File: src/rtl/fetch_q.sv
// Instruction fetch queue: issues sequential fetches under a credit limit, buffers
// responses in a DEPTH-entry FIFO and hands them to decode in order; supports redirect.
module fetch_q #(
    parameter int              XLEN     = 32,
    parameter int              DEPTH    = 4,
    parameter logic [XLEN-1:0] RESET_PC = 'h8000_0000
) (
    input  logic                       clk,
    input  logic                       rst,
    output logic                       o_imem_req,
    output logic [XLEN-1:0]            o_imem_addr,
    input  logic [31:0]                i_imem_rdata,
    output logic                       hs_fq4dc_val,
    input  logic                       hs_dc4fq_rdy,
    output logic [XLEN-1:0]            o_pc,
    output logic [31:0]                o_in,
    input  logic                       i_redir,
    input  logic [XLEN-1:0]            i_redir_pc,
    output logic [$clog2(DEPTH):0]     o_count
);

    localparam int PW = $clog2(DEPTH);
    localparam int CW = PW + 1;

    logic [XLEN-1:0] fetch_pc_reg;
    logic [XLEN-1:0] inflight_pc_reg;
    logic            inflight_reg;
    logic [CW-1:0]   count_reg, count_next;
    logic [PW-1:0]   head_reg, head_next;
    logic [PW-1:0]   tail_reg, tail_next;

    logic [XLEN-1:0] pc_mem [DEPTH];
    logic [31:0]     in_mem [DEPTH];
    logic [XLEN-1:0] head_pc_reg;
    logic [31:0]     head_in_reg;

    logic            req;
    logic            push;
    logic            pop;
    logic            val;
    logic [CW:0]     credit;
    logic            unused_redir_lsb;

    assign unused_redir_lsb = ^i_redir_pc[1:0];

    // Entries already queued plus the one still on its way from memory; a pop in
    // this cycle is deliberately not credited back.
    assign credit = {1'b0, count_reg} + {{CW{1'b0}}, inflight_reg};
    assign req    = !rst && !i_redir && (credit < (CW+1)'(DEPTH));
    assign push   = !rst && !i_redir && inflight_reg;
    assign val    = !rst && !i_redir && (count_reg != '0);
    assign pop    = val && hs_dc4fq_rdy;

    always_comb begin
        head_next  = head_reg;
        tail_next  = tail_reg;
        count_next = count_reg;
        if (rst || i_redir) begin
            head_next  = '0;
            tail_next  = '0;
            count_next = '0;
        end else begin
            if (pop)
                head_next = head_reg + 1'b1;
            if (push)
                tail_next = tail_reg + 1'b1;
            count_next = count_reg + CW'(push) - CW'(pop);
        end
    end

    always_ff @(posedge clk) begin
        if (rst) begin
            fetch_pc_reg    <= RESET_PC;
            inflight_reg    <= 1'b0;
            inflight_pc_reg <= '0;
        end else if (i_redir) begin
            fetch_pc_reg    <= {i_redir_pc[XLEN-1:2], 2'b00};
            inflight_reg    <= 1'b0;
        end else begin
            inflight_reg <= req;
            if (req) begin
                inflight_pc_reg <= fetch_pc_reg;
                fetch_pc_reg    <= fetch_pc_reg + XLEN'(4);
            end
        end
    end

    always_ff @(posedge clk) begin
        head_reg  <= head_next;
        tail_reg  <= tail_next;
        count_reg <= count_next;
    end

    always_ff @(posedge clk) begin
        if (push) begin
            pc_mem[tail_reg] <= inflight_pc_reg;
            in_mem[tail_reg] <= i_imem_rdata;
        end
    end

    // Registered read addressed by the next head; when the entry being written this
    // edge is the next head, forward the write data so the head register is current.
    always_ff @(posedge clk) begin
        if (push && (tail_reg == head_next)) begin
            head_pc_reg <= inflight_pc_reg;
            head_in_reg <= i_imem_rdata;
        end else begin
            head_pc_reg <= pc_mem[head_next];
            head_in_reg <= in_mem[head_next];
        end
    end

    assign o_imem_req   = req;
    assign o_imem_addr  = fetch_pc_reg;
    assign hs_fq4dc_val = val;
    assign o_pc         = head_pc_reg;
    assign o_in         = head_in_reg;
    assign o_count      = rst ? '0 : count_reg;

endmodule

File: config.mk
export PLATFORM = sky130hd
export DESIGN_NAME = fetch_q
export DESIGN_NICKNAME = d
export VERILOG_FILES = /design/src/rtl/fetch_q.sv
export SDC_FILE = /design/constraint.sdc
export NUM_CORES = 1
export LEC_CHECK = 0
export ABC_AREA = 1
export BUFFER_PORTS_ARGS = -buffer_cell sky130_fd_sc_hd__clkbuf_2
export CORE_UTILIZATION = 50
export CTS_BUF_LIST = sky130_fd_sc_hd__clkbuf_4 sky130_fd_sc_hd__clkbuf_8
export CTS_CLUSTER_DIAMETER = 40
export DETAILED_ROUTE_END_ITERATION = 8
export PLACE_DENSITY = 0.78
export SETUP_SLACK_MARGIN = 0.15
export SLEW_MARGIN = 10
export SYNTH_ARGS = -nofsm -noshare
export SYNTH_HDL_FRONTEND = slang
export SYNTH_SLANG_ARGS = --single-unit
File: constraint.sdc
create_clock -name clk -period 3.7 [get_ports clk]
set_input_delay 0.185 -clock clk [delete_from_list [all_inputs] [get_ports clk]]
set_output_delay 0.185 -clock clk [all_outputs]
set_load 0.05 [all_outputs]
Word-level counts from Yosys, hierarchy flattened
Memory sizes are Yosys's and may differ from the RTL's. A register that Yosys moved wholly into a read port is not among the register bits.
Cells that the tools add are included.
{"block": "op_classes", "reduce_logical": 12, "addsub": 6, "eq_ne": 0, "n_lt_le_gt_ge": 1, "shift": 0, "div": 0, "muxes": 7, "n_mul": 0, "bitwise": 1}
{"cell": "$mux W32", "n": 2}
{"cell": "$add A32 B3 Y32 const B", "n": 1}
{"cell": "$logic_and A1 B1 Y1", "n": 5}
{"cell": "$add A2 B1 Y2 const B", "n": 2}
{"cell": "$add A3 B1 Y4", "n": 1}
{"cell": "$lt A4 B3 Y1 const B", "n": 1}
{"cell": "$mux W2", "n": 2}
{"cell": "$add A3 B1 Y3", "n": 1}
{"cell": "$mux W3", "n": 1}
{"cell": "$reduce_bool A3 Y1", "n": 1}
{"cell": "$sub A3 B1 Y3", "n": 1}
{"cell": "$logic_not A1 Y1", "n": 2}
{"cell": "$mux W1", "n": 2}
{"cell": "$reduce_and A2 Y1", "n": 1}
{"cell": "$reduce_bool A2 Y1", "n": 1}
{"cell": "$reduce_or A2 Y1", "n": 1}
{"cell": "$logic_or A1 B1 Y1", "n": 1}
{"cell": "$not A1 Y1", "n": 1}
{"block": "totals", "input_bits": 68, "latch_bits": 0, "ramBits": 256, "output_inout_bits": 101, "rom_bits": 0, "reg_bits": 72, "n_memories": 2}
{"name": "in_mem", "depth": 4, "width": 32, "rd": 1, "rd_ports_with_merged_regs": 1, "write_ports": 1, "line_no": "33", "text": "logic [31:0] in_mem [DEPTH];"}
{"name": "pc_mem", "depth": 4, "width": 32, "rd": 1, "rd_ports_with_merged_regs": 1, "write_ports": 1, "line_no": "32", "text": "logic [XLEN-1:0] pc_mem [DEPTH];"}

Logic depth before layout (Yosys ltp)
Gate-level depths: netlist of run 1.
{"block": "logic_depth", "word_depth": 6, "depth_mapped": 11, "ltp_nobuf": 11}

Worst setup path before layout of run 1
OpenSTA, ideal clock, no wires.
{"block": "synth_path", "path_kind": "flip-flop to flip-flop", "start": "register tail_reg[0]", "end": "memory in_mem[2][0] (enable)", "stages_incl_launch_ff": 5, "t_arrival_ns": 3.156, "path_slack_ns": 0.061, "setup_ns": 0.482, "period_less_slack_ns": 3.639, "path_buffers": 0, "path_cell_list": "dfxtp_1 -> inv_1 -> ha_1 -> inv_1 -> nor2_1"}
{"item": "start, declared", "line_no": "30", "text": "logic [PW-1:0] tail_reg, tail_next;"}
{"item": "start signal, assigned", "line_no": "90", "text": "tail_reg <= tail_next;"}
{"item": "end, declared", "line_no": "33"}
No word-level cell before the write port.

==> impl_metrics.yaml, run 1 <==
status:
  status: "complete, no violations"
timing:
  slew_violations: 0
  hold_viol_final: 0
  relSlewSlack_pct: 47.4
  finalCriticalPeriod_ns: 2.67
  fmax_ghz: 0.374
  worstMarginPinSlew_ns: 0.788
  period_share_pct: 72.2
  setup_violations: 0
  hold_slack_ns: 0.0640
  fin_skew_ns: 0.0286
  rsz0062_at_grt: "no"
  setup-tns-final_ns: 0
worst_setup_path:
  startpoint: "head_reg[0]$_SDFFE_PP0P_"
  crit_path_end_kind: "output port"
  cp-start-kind: "flop"
  critPathRequiredTime_ns: 3.51
  cp.arrival_ns: 2.49
  r2r-start: "count_reg[1]$_SDFF_PP0_"
  crit_type: "flop to output port"
  critPathMaxFanout: 52
cells_and_area:
  largest_register_ffs: 128
  reg_top3: "in_mem: 128 flops, pc_mem: 120 flops"
  nets: 1484
  multi_input_comb_area_um2: 3510
  area_growth_pct: 20.7
  largest_register: "in_mem"
  final_layout_size_suffix_gt1_share_pct: 19.3
  diodes: 0
  regArea_um2: 8810
  final.fill_count: 1968
synth:
  yosysMostFrequentCell: "edfxtp_1"
  seq_area_frac_synth_pct: 68.3
  ys_top_cells_by_area: "edfxtp_1, dfxtp_1, nor2_1, o21ai_0, nand2_1"
  ys_top_cells_by_count: "edfxtp_1, nor2_1, o21ai_0"
  synthArstFlopShare_pct: 0
  netlist_instances: 1177
  synth-main-ff-cell: "edfxtp_1"
  yosysTopAreaCellShare_pct: 57.8
  syn-mean-instance-area_um2: 11.0
  synth_top_area_cell: "edfxtp_1"
  post_synth_instance_area_um2: 12900
  ys_seq_elements: 316
  synth-edff-count: 248
  ys.warnings.count: 0
  yosysUniqueCellTypes: 41
placed_design:
  port_buffers: 162
  dpl.hpwl_um: 17300
  gp_congestion: 0.932
pwr:
  vdd_drop_max_mv: 0.330
  leakage_nw: 5.98
  power.density_nw_per_um2: 464
floorplanning:
  initial_core_util_pct: 51.0
  dieArea_um2: 26400
  core_um2: 25300
  die_h_um: 163
  row_count: 58
  io_pins: 169
  die_w_um: 163
route:
  dr.first_iter.drc_count: 763
  routed_wirelength_um: 29500
  drc: 0
  num_vias: 9494
  via_per_inst: 5.36
  ant_nets: 0
  wl_per_cell_um: 16.6
  first_pass_iters: 6
grt:
  grt_antenna_before_repair: 0
  grt_use_total_pct: 22.4
  grt_max_degree: 125
  grt_pass1_vias: 9096
  grt-ovfl-total: 0
  grt_pass1_wl_um: 46200
clocking:
  clock_latency_ns: 0.57
  clk_path_buf_depth: 3
  cts_tree: "done"
  numCtsBuffers: 49
  numClockSinks: 316
  cts-htree-levels: 2
  root_buffer: "clkbuf_8"
  path_clk_slew_ns: 0.06
worst_hold_path:
  hp-class: "input pin to flop"
  hp-start: "hs_dc4fq_rdy"
flow_run:
  maxCapViolCount: 0
-- final timing paths --
check | end | slack, ns | depth (start not counted)
max | o_pc[11] | 1.03 | 4
min | head_reg[0]$_SDFFE_PP0P_ | 0.06 | 4
max reg2reg | o_imem_addr[10]$_SDFFE_PP0P_ | 1.55 | 12
min reg2reg | pc_mem[2][20]$_DFFE_PP_ | 0.48 | 0
-- worst max-delay path, cell delays in order, from the launching register on --
cell and delay, ns:
dfxtp_4 0.60, buf_4 0.51, o21ai_0 0.18, o22ai_1 0.30, clkbuf_2 0.34
-- stage by stage --
stage	instances	util, %	instance area [µm²]	setup WS [ns]	power [mW]
6_report	1772	61.6	15600	1.03	7.22
5_1_grt	1772	61.6	15600	0.880	7.47
4_1_cts	1772	61.6	15600	0.998	7.26
3_5_place_dp	1622	55.3	14000	1.59	4.43
3_3_place_gp	1622	55.3	14000	1.62	4.42
2_1_floorplan	1180	-	12900	0.0613	4.29
-- power by group --
group / total (mW) / internal, mW / leakage, nW / switching (mW)
sequential: 3.96 / 3.89 / 2.83 / 0.0688
clock: 2.80 / 1.52 / 0.505 / 1.28
combinational: 0.458 / 0.149 / 2.64 / 0.309
-- layout by cell type (no fill, tap or decap), types with 2 or more instances in the layout --
master,count
a211oi_2,3
o211a_1,4
nand4_1,6
conb_1,4
clkinv_2,8
buf_12,2
nor3_1,5
o22ai_1,62
edfxtp_1,248
clkbuf_4,15
inv_1,71
inv_6,2
a21oi_1,36
nand3b_1,3
xnor2_1,3
dlygate4sd3_1,64
nand3_1,47
buf_4,13
a31oi_1,2
o21ai_0,155
nor2_1,213
dfxtp_1,66
o21ai_1,8
nand2_1,136
clkbuf_2,162
clkinv_1,10
nor2_2,6
xor2_1,6
nor2_4,6
ha_1,8
clkbuf_8,52
-- final cells by class --
| cell class | count | area share, % |
|---|---|---|
| well taps | 330 | 2.65 |
| repair buffers | 241 | 10.2 |
| multi-input cells | 723 | 22.5 |
| clock buffers | 67 | 5.32 |
| clock inverters | 19 | 0.780 |
| flip-flops and latches | 316 | 56.6 |
| inverters | 76 | 1.88 |
-- routing by layer --
layer / GRT usage (%) / wire [µm] / share of wire [%] / vias to the layer above
met2: 36.8 / 14000 / 47 / 400
met1: 30.3 / 12500 / 42 / 4461
li1: - / - / - / 4585
met3: 3.82 / 2380 / 8.1 / 48
met4: 7.09 / 622 / 2.1 / 0
met5: 0 / 0 / 0 / -
-- cells by family (layout without fill, tap and decap cells) --
kind of cell / Yosys count / count (layout) / share of synthesized area [%]
simple gates: 428 / 428 / 13.7
flops: 316 / 316 / 68.3
compound gates: 273 / 273 / 11.6
buf+inv: 141 / 403 / 4.79
fa+ha+maj: 9 / 9 / 0.932
xor+xnor: 9 / 9 / 0.612
other cells: 1 / 4 / 0.0291
-- repair_timing --
item / CTS / global route
hold endpoints to repair: 159 / 0
setup buffers: 0 / 0
resized for setup: 0 / 0
hold buffers: 64 / 0
(Power assumes the default switching activity.)
==> run 2: changes to the inputs <==
- PLACE_DENSITY: 0.78 -> 0.76
- clock period: 3.7 -> 2.5 ns (I/O delays scaled with it)
==> run 2 against run 1 <==
Worst setup slack got worse by 0.84 ns. Sequential power increased by 48%. Flip-flop and latch count unchanged. Register-to-register slack got worse by 1.1 ns.
==> impl_metrics.yaml, run 2 (synthesis results as in run 1) <==
timing:
  period_share_pct: 92.5
  hold_viol_final: 0
  rsz0062_at_grt: "no"
  finalCriticalPeriod_ns: 2.31
  fin_skew_ns: 0.0197
  worstMarginPinSlew_ns: 0.813
  fmax_ghz: 0.433
  setup_violations: 0
  relSlewSlack_pct: 45.8
  hold_slack_ns: 0.00983
  slew_violations: 0
grt:
  grt_use_total_pct: 22.4
  grt_antenna_before_repair: 0
  grt_pass1_wl_um: 46000
  grt_max_degree: 126
  grt_pass1_vias: 9068
  grt-ovfl-total: 0
route:
  routed_wirelength_um: 30400
  num_vias: 9549
  dr_wl_met3_um: 2290
  met1_length_um: 13000
  wl_met2_um: 14300
  via_per_inst: 5.36
  first_pass_iters: 5
  ant_nets: 0
  dr.first_iter.drc_count: 678
  wl_per_cell_um: 17.1
  drc: 0
  highest_layer: "met4"
cells_and_area:
  reg_top3: "in_mem: 128 flops, pc_mem: 120 flops"
  fin_area_um2: 15700
  final_layout_size_suffix_gt1_share_pct: 19.8
  final_util_pct: 62.3
  diodes: 0
  area_growth_pct: 22.1
  largest_register_ffs: 128
  final_cell_mix: "edfxtp_1, nor2_1, clkbuf_2"
  nets: 1495
  largest_register: "in_mem"
  mostFrequentLayoutCell: "edfxtp_1"
  finalNonFillerCells: 1781
floorplanning:
  core_um2: 25300
  die_w_um: 163
  initial_core_util_pct: 51.0
  io_pins: 169
  row_count: 58
  die_h_um: 163
  dieArea_um2: 26400
status:
  status: "complete, no violations"
clocking:
  cts_tree: "done"
  numClockSinks: 316
  numCtsBuffers: 50
  clk_path_buf_depth: 3
  cts-htree-levels: 2
  root_buffer: "clkbuf_8"
  path_clk_slew_ns: 0.06
  clock_latency_ns: 0.56
placed_design:
  dpl.hpwl_um: 17700
  port_buffers: 162
  placed_area_um2: 14100
  placed_cells: 1628
  gp_congestion: 0.889
flow_run:
  maxCapViolCount: 0
worst_setup_path:
  crit_type: "flop to output port"
  critPathRequiredTime_ns: 2.38
  cp-start-kind: "flop"
  crit_path_end_kind: "output port"
  cp.arrival_ns: 2.19
  critPathMaxFanout: 45
pwr:
  power.density_nw_per_um2: 676
  leakage_nw: 6.04
  vdd_drop_max_mv: 0.348
worst_hold_path:
  hp-class: "input pin to flop"
==> run 2: worst paths after layout <==
path                                          from                            to  slack [ns]  cells past startpoint
hold / removal                        hs_dc4fq_rdy      head_reg[0]$_SDFFE_PP0P_        0.01                      4
setup reg to reg           count_reg[1]$_SDFF_PP0_  o_imem_addr[24]$_SDFFE_PP0P_        0.42                     12
setup / recovery          head_reg[1]$_SDFFE_PP0P_                      o_pc[23]        0.19                      4
hold reg to reg   inflight_pc_reg[29]$_SDFFE_PP0P_       pc_mem[1][29]$_DFFE_PP_        0.50                      0
==> run 2: per-layer routing <==
metal,global-route usage [%],vias up
met5,0,-
met1,29.4,4500
met4,7.56,0
met3,4.10,57
li1,-,4611
met2,37.7,381
==> run 2: power by group <==
part	internal, mW	total (mW)	switching (mW)
Sequential	5.75	5.85	0.101
Clock	2.20	4.09	1.89
Combinational	0.228	0.693	0.465
==> run 2: area by class of cell <==
cell class	count	area (µm²)
Sequential cell	316	8810
Clock buffer	65	807
Timing Repair Buffer	249	1750
Timing Repair inverter	1	8.76
Fill cell	1965	9520
Tap cell	330	413
Multi-Input combinational cell	724	3520
Inverter	76	308
Clock inverter	20	120
==> run 2: per-stage QoR <==
stage	power [mW]	setup TNS [ns]	worst slack (ns)
2_1_floorplan	6.35	-32.79	-0.132
3_3_place_gp	6.54	0	0.483
3_5_place_dp	6.56	0	0.454
4_1_cts	10.7	0	0.154
5_1_grt	11.0	0	0.153
6_report	10.6	0	0.188
==> run 2: worst max-delay path: stages, from the launching register on <==
cell      delay [ns]
dfxtp_2         0.33
buf_4           0.43
o21ai_0         0.19
o22ai_1         0.32
clkbuf_2        0.34
==> run 2: repair_timing <==
| item | 4_1_cts | 5_1_grt |
|---|---|---|
| buffers inserted | 1 | 0 |
| gates resized for setup | 4 | 1 |
| hold buffers | 64 | 0 |
| cloned | 2 | 1 |
| pin swaps | 1 | 0 |
| hold endpoints to repair | 159 | 0 |
| endpoints found under the setup margin | 33 | 9 |
==> run 3: changes to the inputs <==
- CORE_UTILIZATION: 50 -> 54
- PLACE_DENSITY: 0.76 -> 0.8
==> run 3 against run 2 <==
Core utilization grew 5.0 points. Via count grew 1.1%. Cell area grew 0.43%. Flip-flop and latch count is the same. Cell count is essentially flat. Die area shrank 7.3%. Combinational power is essentially flat. Clock skew shrank 0.0016 ns. Register-to-register slack gained 0.11 ns. Largest power group unchanged.
==> impl_metrics.yaml, run 3 (synthesis results as in run 1) <==
status:
  status: "complete, no violations"
worst_setup_path:
  crit_type: "flop to output port"
  crit_path_end_kind: "output port"
  cp.arrival_ns: 2.17
  r2r_end: "count_reg[2]$_SDFF_PP0_"
  r2r-start: "count_reg[1]$_SDFF_PP0_"
  cp-start-kind: "flop"
  r2r_cells: 11
  critPathRequiredTime_ns: 2.38
  reg2reg_slack_ns: 0.53
  critPathMaxFanout: 28
timing:
  setup_violations: 0
  fmax_ghz: 0.436
  worstMarginPinSlew_ns: 0.689
  period_share_pct: 91.8
  fin_skew_ns: 0.0181
  finalCriticalPeriod_ns: 2.29
  relSlewSlack_pct: 54.0
  finalWorstSetupSlack_ns: 0.205
  setup-tns-final_ns: 0
  hold_viol_final: 0
  rsz0062_at_grt: "yes"
  slew_violations: 0
cells_and_area:
  final_layout_size_suffix_gt1_share_pct: 20.7
  reg_top3: "in_mem: 128 flops, pc_mem: 120 flops"
  largest_register_ffs: 128
  area_growth_pct: 22.6
  mostFrequentLayoutCell: "edfxtp_1"
  final_cell_mix: "edfxtp_1, nor2_1, clkbuf_2"
  fin_area_um2: 15800
  diodes: 0
  nets: 1500
  largest_register: "in_mem"
grt:
  grt_max_degree: 126
  grt_use_total_pct: 24.4
  grt_pass1_wl_um: 46300
  grt_pass1_vias: 9236
  grt-ovfl-total: 0
  grt_antenna_before_repair: 0
placed_design:
  port_buffers: 162
  pre_cts_ws_ns: 0.564
  gp_congestion: 0.926
  placed_area_um2: 14100
  dpl.hpwl_um: 17500
floorplanning:
  initial_core_util_pct: 54.9
  core_um2: 23500
  dieArea_um2: 24500
  row_count: 56
  io_pins: 169
  die_w_um: 157
  die_h_um: 157
worst_hold_path:
  holdPathStages: 4
  hp-start: "hs_dc4fq_rdy"
  hold_end: "head_reg[1]$_SDFFE_PP0P_"
  hp-class: "input pin to flop"
pwr:
  power.density_nw_per_um2: 683
  power.share.sequential_pct: 54.3
  switching_share_pct: 23.4
  p_int_mw: 8.26
  vdd_drop_max_mv: 0.474
  clkPwrFrac_pct: 39.3
  leakage_nw: 6.10
  power.switching_mw: 2.53
  finalPower_mw: 10.8
  pwr-share-comb_pct: 6.4
route:
  routed_wirelength_um: 29900
  first_pass_iters: 5
  drc: 0
  wl_per_cell_um: 16.8
  dr.first_iter.drc_count: 920
  num_vias: 9652
  via_per_inst: 5.42
  ant_nets: 0
clocking:
  path_clk_slew_ns: 0.06
  numClockSinks: 316
  clk_path_buf_depth: 3
  root_buffer: "clkbuf_8"
  clock_latency_ns: 0.57
  cts-htree-levels: 2
  numCtsBuffers: 51
  cts_tree: "done"
flow_run:
  maxCapViolCount: 0
[run 3: cell types whose count changed in the layout (fill, tap and decap cells not counted), moves of 2 or more]
cell	change
clkbuf_4	+9
buf_4	+6
clkinv_1	-5
clkinv_2	+3
clkbuf_2	-2
[run 3: repair_timing]
action	in CTS	in global routing
gates resized for setup	4	3
hold buffers	65	0
hold endpoints to repair	159	0
setup buffers	0	2
endpoints found under the setup margin	1	14
pin swaps	0	0
[run 3: metal layers]
layer  GRT usage (%)  share of wire [%]
met1            30.9                 41
met5               0                  0
met3            4.60                7.6
met4            9.29                2.5
met2            41.7                 49
[run 3: layout make-up]
class	instances	area [µm²]
Sequential cell	316	8810
Clock buffer	74	881
Tap cell	319	399
Clock inverter	19	108
Timing Repair Buffer	255	1780
Multi-Input combinational cell	723	3510
Fill cell	1693	7670
Inverter	76	314
[run 3: worst max path at each step]
stage | slack (ns) | endpoint | from
finish | 0.21 | o_in[15] | head_reg[0]$_SDFFE_PP0P_
global route | 0.11 | o_pc[14] | head_reg[0]$_SDFFE_PP0P_
CTS | 0.17 | o_pc[19] | head_reg[0]$_SDFFE_PP0P_
detailed placement | 0.56 | count_reg[2]$_SDFF_PP0_ | count_reg[1]$_SDFF_PP0_
global placement | 0.57 | count_reg[2]$_SDFF_PP0_ | count_reg[1]$_SDFF_PP0_
floorplan | -0.13 | in_mem[0][0]$_DFFE_PP_ | inflight_reg$_SDFF_PP0_
[run 3: metrics by stage]
step	instances	hold slack (ns)	util [%]
3_3_place_gp	1622	0.341	60.1
2_1_floorplan	1180	0.224	-
3_5_place_dp	1622	0.347	60.1
6_report	1782	0.0762	67.3
5_1_grt	1782	0.0888	67.3
4_1_cts	1780	0.0304	67.2
[run 3: worst max-delay path, stage by stage (launching register included)]
cell and delay [ns]:
dfxtp_4 0.38, clkinv_2 0.23, buf_12 0.26, buf_12 0.17, o21ai_0 0.21, o22ai_1 0.10
clkbuf_2 0.24
[run 3: power groups by stage]
stage | sequential, mW | clock, mW | combinational, mW
after CTS | 5.85 | 4.32 | 0.679
after floorplan | 6.04 | 0 | 0.318
after global routing | 5.86 | 4.57 | 0.747
after detailed placement | 5.96 | 0 | 0.593
final | 5.85 | 4.24 | 0.692
after global placement | 5.96 | 0 | 0.581
